==> config.mk <==
export PLATFORM = sky130hd
export DESIGN_NAME = regfile_port_arbiter
export DESIGN_NICKNAME = d
export VERILOG_FILES = /design/src/rtl/regfile_port_arbiter.sv
export SDC_FILE = /design/constraint.sdc
export NUM_CORES = 1
export LEC_CHECK = 0
export ABC_AREA = 0
export BUFFER_PORTS_ARGS = -buffer_cell sky130_fd_sc_hd__buf_2
export CORE_MARGIN = 2
export CORE_UTILIZATION = 29
export DETAILED_ROUTE_END_ITERATION = 10
export GPL_TIMING_DRIVEN = 0
export HOLD_SLACK_MARGIN = 0.06
export PLACE_DENSITY = 0.68
export SYNTH_ARGS = -nofsm -noshare
export SYNTH_HDL_FRONTEND = slang
export SYNTH_SLANG_ARGS = --single-unit
==> constraint.sdc <==
create_clock -name clk -period 1.8 [get_ports clk]
set_clock_uncertainty 0.2 [all_clocks]
set_input_delay 0.36 -clock clk [delete_from_list [all_inputs] [get_ports clk]]
set_output_delay 0.36 -clock clk [all_outputs]
set_load 0.05 [all_outputs]
==> src/rtl/regfile_port_arbiter.sv <==
// Two-requester front end for a 4x16 register file: round-robin grant, 1-cycle responses, sequenced clear.
// Define REGFILE_ARB_FIXED_PRIO_EN to make requester 0 always win contention.
module regfile_port_arbiter #(
    parameter int DATA_WIDTH   = 16,
    parameter int INDEX_WIDTH  = 2,
    parameter int CLEAR_CYCLES = 2
) (
    input  logic                   clk,
    input  logic                   reset,
    input  logic                   clear,
    output logic                   clear_busy,

    input  logic                   req_valid_0,
    output logic                   req_ready_0,
    input  logic                   req_write_0,
    input  logic [INDEX_WIDTH-1:0] req_index_0,
    input  logic [DATA_WIDTH-1:0]  req_data_0,
    output logic                   resp_valid_0,
    output logic [DATA_WIDTH-1:0]  resp_data_0,

    input  logic                   req_valid_1,
    output logic                   req_ready_1,
    input  logic                   req_write_1,
    input  logic [INDEX_WIDTH-1:0] req_index_1,
    input  logic [DATA_WIDTH-1:0]  req_data_1,
    output logic                   resp_valid_1,
    output logic [DATA_WIDTH-1:0]  resp_data_1,

    output logic                   rf_reset,
    output logic                   rf_write_enable,
    output logic [INDEX_WIDTH-1:0] rf_write_index,
    output logic [DATA_WIDTH-1:0]  rf_write_data,
    output logic [INDEX_WIDTH-1:0] rf_read_index_a,
    input  logic [DATA_WIDTH-1:0]  rf_read_data_a
);

    typedef enum logic {
        ST_RUN   = 1'b0,
        ST_CLEAR = 1'b1
    } state_t;

    localparam int CNT_W = (CLEAR_CYCLES > 1) ? $clog2(CLEAR_CYCLES) : 1;
    localparam logic [CNT_W-1:0] CNT_LAST = CNT_W'(CLEAR_CYCLES - 1);

    state_t                 r_state;
    state_t                 w_state_next;
    logic [CNT_W-1:0]       r_clr_cnt;
    logic [CNT_W-1:0]       w_clr_cnt_next;

    logic                   w_grant_en;
    logic                   w_gnt_0;
    logic                   w_gnt_1;
    logic                   w_win_write;
    logic [INDEX_WIDTH-1:0] w_win_index;
    logic [DATA_WIDTH-1:0]  w_win_data;

    logic                   r_resp_valid_0;
    logic                   r_resp_valid_1;
    logic [DATA_WIDTH-1:0]  r_resp_data_0;
    logic [DATA_WIDTH-1:0]  r_resp_data_1;

    // A clear request in RUN takes the cycle: no op is accepted alongside it.
    assign w_grant_en = (r_state == ST_RUN) && !clear;

`ifdef REGFILE_ARB_FIXED_PRIO_EN
    assign w_gnt_0 = w_grant_en & req_valid_0;
    assign w_gnt_1 = w_grant_en & req_valid_1 & ~req_valid_0;
`else
    logic r_rr_ptr;

    assign w_gnt_0 = w_grant_en & req_valid_0 & (~req_valid_1 | ~r_rr_ptr);
    assign w_gnt_1 = w_grant_en & req_valid_1 & (~req_valid_0 |  r_rr_ptr);

    // NOTE: sequential state uses non-blocking assignments so every flop samples pre-edge values.
    always_ff @(posedge clk) begin
        if (reset) begin
            r_rr_ptr <= 1'b0;
        end else if (w_gnt_0) begin
            r_rr_ptr <= 1'b1;
        end else if (w_gnt_1) begin
            r_rr_ptr <= 1'b0;
        end
    end
`endif

    // Fields default to requester 0 so the read index follows it when nobody is granted.
    assign w_win_write = w_gnt_1 ? req_write_1 : req_write_0;
    assign w_win_index = w_gnt_1 ? req_index_1 : req_index_0;
    assign w_win_data  = w_gnt_1 ? req_data_1  : req_data_0;

    assign req_ready_0     = w_gnt_0;
    assign req_ready_1     = w_gnt_1;
    assign rf_write_enable = (w_gnt_0 | w_gnt_1) & w_win_write;
    assign rf_write_index  = w_win_index;
    assign rf_write_data   = w_win_data;
    assign rf_read_index_a = w_win_index;

    assign rf_reset   = reset | (r_state == ST_CLEAR);
    assign clear_busy = (r_state == ST_CLEAR);

    // NOTE: every combinational output gets a default first so no path can infer a latch.
    always_comb begin
        w_state_next   = r_state;
        w_clr_cnt_next = r_clr_cnt;
        unique case (r_state)
            ST_RUN: begin
                if (clear) begin
                    w_state_next   = ST_CLEAR;
                    w_clr_cnt_next = '0;
                end
            end
            ST_CLEAR: begin
                if (r_clr_cnt == CNT_LAST) begin
                    w_state_next   = ST_RUN;
                    w_clr_cnt_next = '0;
                end else begin
                    w_clr_cnt_next = r_clr_cnt + 1'b1;
                end
            end
            default: begin
                w_state_next   = ST_RUN;
                w_clr_cnt_next = '0;
            end
        endcase
    end

    always_ff @(posedge clk) begin
        if (reset) begin
            r_state   <= ST_RUN;
            r_clr_cnt <= '0;
        end else begin
            r_state   <= w_state_next;
            r_clr_cnt <= w_clr_cnt_next;
        end
    end

    // Read data is captured at the accept edge, so a read right after a write sees the new value.
    always_ff @(posedge clk) begin
        if (reset) begin
            r_resp_valid_0 <= 1'b0;
            r_resp_valid_1 <= 1'b0;
            r_resp_data_0  <= '0;
            r_resp_data_1  <= '0;
        end else begin
            r_resp_valid_0 <= w_gnt_0;
            r_resp_valid_1 <= w_gnt_1;
            if (w_gnt_0) begin
                r_resp_data_0 <= req_write_0 ? req_data_0 : rf_read_data_a;
            end
            if (w_gnt_1) begin
                r_resp_data_1 <= req_write_1 ? req_data_1 : rf_read_data_a;
            end
        end
    end

    assign resp_valid_0 = r_resp_valid_0;
    assign resp_valid_1 = r_resp_valid_1;
    assign resp_data_0  = r_resp_data_0;
    assign resp_data_1  = r_resp_data_1;

    a_one_grant : assert property (@(posedge clk) disable iff (reset)
        !(req_ready_0 && req_ready_1));
    a_ready_0_needs_valid : assert property (@(posedge clk) disable iff (reset)
        req_ready_0 |-> req_valid_0);
    a_ready_1_needs_valid : assert property (@(posedge clk) disable iff (reset)
        req_ready_1 |-> req_valid_1);
    a_no_grant_in_clear : assert property (@(posedge clk) disable iff (reset)
        clear_busy |-> !(req_ready_0 || req_ready_1));

endmodule

==> run metrics, run 1 <==
fin crit period 2.19 ns; DRT Pass-1 Iters 4; Pins Over Slew Limit 0; vias in the first global route 2045; initial core utilization 30.3%; routed len/inst 16.9 um; I/O Buffers 113; CTS tree yes; GRT Total Usage 18.0%; pwr dens 772 nW/um^2; crit end category primary output; Synth Cell Area 2080 um^2; Overflow after GRT 0; Final WS setup -0.385 ns; violated checks setup timing; Hold Path Class primary input to flop; final wirelength 7220 um; top cells by area, synth dfxtp_1, mux2i_1, a211oi_1; CP arrival 1.63 ns; WP data required 1.24 ns; CTS Sinks 37; Yosys top cell area share 35.6%; Fillers 653; Synth cell types 26; DIE AREA 7870 um^2; nets@finish 389; Iteration-0 DRC Markers 67; Placeable Area 6870 um^2; post-synthesis sequential area ratio 35.6%; Inst Count DP 400; share of layout cells above drive strength 1 62.2%; Via Count 2116; Reg clk slew, reported paths 0.09 ns; worst-path fanout max 8; Synth-to-Final Area Change 61.3%; DRC viols 0; Fmax 458 MHz; drt via density 4.96; Tot Pwr 2.59 mW; final non-filler cell total 427; Slew headroom 55.2%; Fin. Hold Viols 0; kind of critical path flop to primary output; fin crit share 121%; largest net degree at the start of global routing 13; Rows 30; setup violators final 24; worst-skew pair later-pin latency 0.29 ns; Hold-fix buffers, CTS 0; syn nets 250; GP Congestion 0.805; RSZ-0062 raised after global routing yes; Placed Area 2810 um^2; Synth area leader dfxtp_1; first-pass GRT wire length 10800 um; H-tree depth 2; Final ANT Viol Nets 0; clk buf depth 2; diode count 0; Worst Tran Pin Value 0.672 ns; outcome complete, but fails checks; Die H 88.7 um; Startpoint Class flop; FF+latch count, synth 37; io pins 118; initial antenna violation count 0; synth warn 0; Post-Syn Instances 191; CTS Buf Count 5; hpwl dp 5050 um; maximum VDD drop 397 uV; Max-Cap Viols 0; leakage power 1.57 nW; Root Buffer clkbuf_8; syn_area_per_cell 10.9 um^2; Final Cell Area 3360 um^2; Die Wd 88.7 um
[state kept, by name, indices dropped and copies added, names as in the netlist]
register / cells
r_rr_ptr: 1
resp_valid_1: 1
r_clr_cnt: 1
resp_data_0: 16
resp_data_1: 16
resp_valid_0: 1
clear_busy: 1
[synthesized netlist by cell type]
cell and n:
buf_8 2, clkbuf_1 4, o22ai_1 1, a22o_1 1, a211oi_4 1, nor2_1 2
buf_2 8, nand2b_1 3, a21oi_1 18, mux2_4 11, nand2b_4 1, a31oi_1 16
a211oi_2 10, inv_4 1, nand3_4 1, dfxtp_1 37, nand2_1 1, mux2_2 7
nor2_4 1, a211oi_1 22, buf_6 4, clkinv_4 1, nand2_2 1, mux2i_1 32
buf_4 4, or2_2 1
[final cells by class]
class	instances	area [um^2]	area share [%]
multi-input combinational	130	1220	36.3
timing repair buffer	135	978	29.1
sequential	37	746	22.2
buffer	19	181	5.40
tap	96	120	3.58
clock buffer	6	82.6	2.46
inverter	2	17.5	0.522
clock inverter	2	13.8	0.410
[where the power goes]
group	total, mW	leakage, nW	switching (mW)	internal, mW
Clock	0.641	0.0512	0.330	0.311
Combinational	1.05	1.22	0.635	0.411
Sequential	0.906	0.304	0.0315	0.874
[cells in the final DEF, fill, tap and decap left out, drive strengths merged, types with 3 or more instances in the layout]
master  count
a31oi      16
clkbuf     10
nand2b      4
mux2       18
clkinv      3
a211oi     33
dfxtp      37
nor2        3
buf       150
a21oi      18
mux2i      32
[final timing paths]
check	slack (ns)	startpoint	cells past startpoint	endpoint
worst min-delay path	0.19	clear	3	clear_busy$_SDFF_PP0_
worst min register to register	0.27	r_clr_cnt$_SDFFE_PP0P_	2	r_clr_cnt$_SDFFE_PP0P_
worst max register to register	0.02	clear_busy$_SDFF_PP0_	8	resp_data_0[6]$_SDFFE_PP0P_
worst max-delay path	-0.39	r_rr_ptr$_SDFFE_PP0P_	6	rf_write_index[1]
[routing by layer]
layer  routed length [um]  vias up  GRT usage (%)
li1                     -     1015              -
met1                 3130     1014           22.7
met2                 3570       74           30.7
met3                  397       13           4.10
met4                  121        0           5.10
met5                    0        -              0
[what timing repair did]
item,4_1_cts,5_1_grt
gates cloned,1,1
pin swaps,5,12
gates resized for setup,64,15
hold endpoints to repair,0,0
setup buffers,14,6
setup endpoints to repair,24,34
[metrics by stage]
stage | setup WS [ns] | hold WS, ns | TNS, ns | utilization (%)
after detailed placement | -0.569 | 0.252 | -10.36 | 40.9
final | -0.385 | 0.189 | -7.50 | 48.9
after global routing | -0.429 | 0.191 | -8.68 | 48.9
after CTS | -0.375 | 0.158 | -7.42 | 47.2
after global placement | -0.552 | 0.240 | -9.91 | 40.9
after floorplan | -0.180 | 0.231 | -2.28 | -
[cell families (layout without fill, tap and decap cells)]
kind of cell	after synthesis	in the layout	share of synthesized area, %
AND/OR/NAND/NOR	11	11	4.09
AO/OA/AOI/OAI	69	69	24.8
buffers and inverters	24	164	8.42
flip-flops	37	37	35.6
multiplexers	50	50	27.1
[critical path, stage by stage (launching register included)]
cell,delay (ns)
dfxtp_2,0.34
nand2b_4,0.14
nand3_4,0.11
buf_12,0.17
mux2_4,0.31
buf_8,0.12
buf_6,0.14
Note: power is estimated with default switching activity, not from simulation.
==> run 2: changes to the inputs <==
--- a/config.mk
+++ b/config.mk
@@ -12,7 +12,7 @@
 export DETAILED_ROUTE_END_ITERATION = 10
 export GPL_TIMING_DRIVEN = 0
 export HOLD_SLACK_MARGIN = 0.06
-export PLACE_DENSITY = 0.68
+export PLACE_DENSITY = 0.69
 export SYNTH_ARGS = -nofsm -noshare
 export SYNTH_HDL_FRONTEND = slang
 export SYNTH_SLANG_ARGS = --single-unit
==> run metrics, run 2 (synthesized netlist as in run 1, its figures left out) <==
outcome complete, but fails checks; violated checks setup timing; final wirelength 7110 um; leakage power 1.54 nW; P_int 1.57 mW; drt via density 4.86; fin crit period 2.21 ns; Hold-fix buffers, CTS 0; reg2reg path depth 7; routed len/inst 16.8 um; kind of critical path flop to primary output; Hold Path Class primary input to flop; Final ANT Viol Nets 0; Die H 88.7 um; Net Sw Power 0.975 mW; Root Buffer clkbuf_8; Fillers 654; CTS Buf Count 5; Reg clk slew, reported paths 0.08 ns; DRT Pass-1 Iters 4; clk buf depth 2; Comb pwr share 39.8%; Startpoint Class flop; Worst setup startpoint r_rr_ptr$_SDFFE_PP0P_; Rows 30; crit path to rf_write_index[0]; clock power share 24.8%; Fin. Hold Viols 0; worst-path fanout max 7; Placeable Area 6870 um^2; Sw Share 38.2%; worst r2r src r_rr_ptr$_SDFFE_PP0P_; CTS tree yes; worst-skew pair later-pin latency 0.29 ns; fin crit share 123%; maximum VDD drop 322 uV; sequential share of power 35.4%; most common cell after layout, fill and taps aside buf_2; WP data required 1.24 ns; reg2reg setup slack 0.14 ns; io pins 118; most frequent cells in the layout buf_2, dfxtp_1, mux2i_1, a211oi_1, buf_6; CTS Sinks 37; largest net degree at the start of global routing 13; Slew headroom 51.2%; share of layout cells above drive strength 1 59.3%; DRC viols 0; H-tree depth 2; vias in the first global route 2089; diode count 0; I/O Buffers 113; nets@finish 385; Fmax 453 MHz; RSZ-0062 raised after global routing yes; GRT Total Usage 18.3%; initial antenna violation count 0; Iteration-0 DRC Markers 54; Worst Tran Pin Value 0.732 ns; pre-CTS setup slack -0.551 ns; Overflow after GRT 0; Die Wd 88.7 um; Final WS setup -0.410 ns; Core Util, Final 47.8%; hpwl dp 5090 um; setup violators final 23; first-pass GRT wire length 10900 um; Pins Over Slew Limit 0; Max-Cap Viols 0; DIE AREA 7870 um^2; pwr dens 776 nW/um^2; initial core utilization 30.3%; crit end category primary output; GP Congestion 0.822; Synth-to-Final Area Change 57.8%; CP arrival 1.65 ns; Reg-to-Reg End resp_data_0[3]$_SDFFE_PP0P_; Via Count 2057
[run 2: per-layer routing]
metal  GRT usage, %  part of all wire (%)  wire [um]  vias up
met2           32.0                    50       3580       63
met3           3.92                   4.2        302        7
met1           23.0                    44       3150      992
met5              0                     0          0        -
met4           3.99                   1.1         76        0
li1               -                     -          -      995
[run 2: critical path, stage by stage (launching register included)]
cell      delay [ns]
dfxtp_4         0.36
nand2b_4        0.13
nand3_4         0.11
buf_12          0.16
mux2_4          0.32
buf_6           0.12
buf_8           0.14
[run 2: worst min-delay path by stage]
stage | start | end | slack [ns] | depth (start not counted)
6_report | clear | clear_busy$_SDFF_PP0_ | 0.17 | 3
4_1_cts | reset | r_rr_ptr$_SDFFE_PP0P_ | 0.16 | 3
3_5_place_dp | r_clr_cnt$_SDFFE_PP0P_ | r_clr_cnt$_SDFFE_PP0P_ | 0.25 | 2
5_1_grt | clear | clear_busy$_SDFF_PP0_ | 0.19 | 3
3_3_place_gp | r_clr_cnt$_SDFFE_PP0P_ | r_clr_cnt$_SDFFE_PP0P_ | 0.24 | 2
2_1_floorplan | r_clr_cnt$_SDFFE_PP0P_ | r_clr_cnt$_SDFFE_PP0P_ | 0.23 | 2
[run 2: final cells by class]
| class | instances | area, um^2 | share of cell area (%) |
|---|---|---|---|
| Multi-Input combinational cell | 130 | 1190 | 36.3 |
| Clock inverter | 2 | 13.8 | 0.419 |
| Timing Repair Buffer | 130 | 922 | 28.1 |
| Inverter | 2 | 17.5 | 0.533 |
| Tap cell | 96 | 120 | 3.66 |
| Sequential cell | 37 | 748 | 22.8 |
| Buffer | 20 | 189 | 5.75 |
| Clock buffer | 6 | 82.6 | 2.51 |
[run 2: power by group through the flow]
stage / registers, mW / clock network [mW] / logic, mW
2_1_floorplan: 1.10 / 0 / 0.471
6_report: 0.902 / 0.633 / 1.01
3_3_place_gp: 0.923 / 0 / 0.871
4_1_cts: 0.902 / 0.641 / 1.00
5_1_grt: 0.909 / 0.675 / 1.07
3_5_place_dp: 0.925 / 0 / 0.879
[run 2: metrics by stage]
stage	hold slack, ns	TNS (ns)	instance area [um^2]	total power, mW	instances
2_1_floorplan	0.231	-2.28	2120	1.57	191
3_3_place_gp	0.240	-10.18	2810	1.79	400
3_5_place_dp	0.247	-10.33	2810	1.80	400
4_1_cts	0.157	-7.61	3260	2.55	422
5_1_grt	0.193	-8.96	3280	2.66	423
6_report	0.168	-7.74	3280	2.55	423
[run 2: what timing repair did]
item                                   in CTS  in global routing
setup endpoints to repair                  24                 24
endpoints found under the hold margin       0                  0
buffers inserted                           14                  2
pin swaps                                   4                  2
cloned                                      1                  0
gates resized for setup                    67                  6
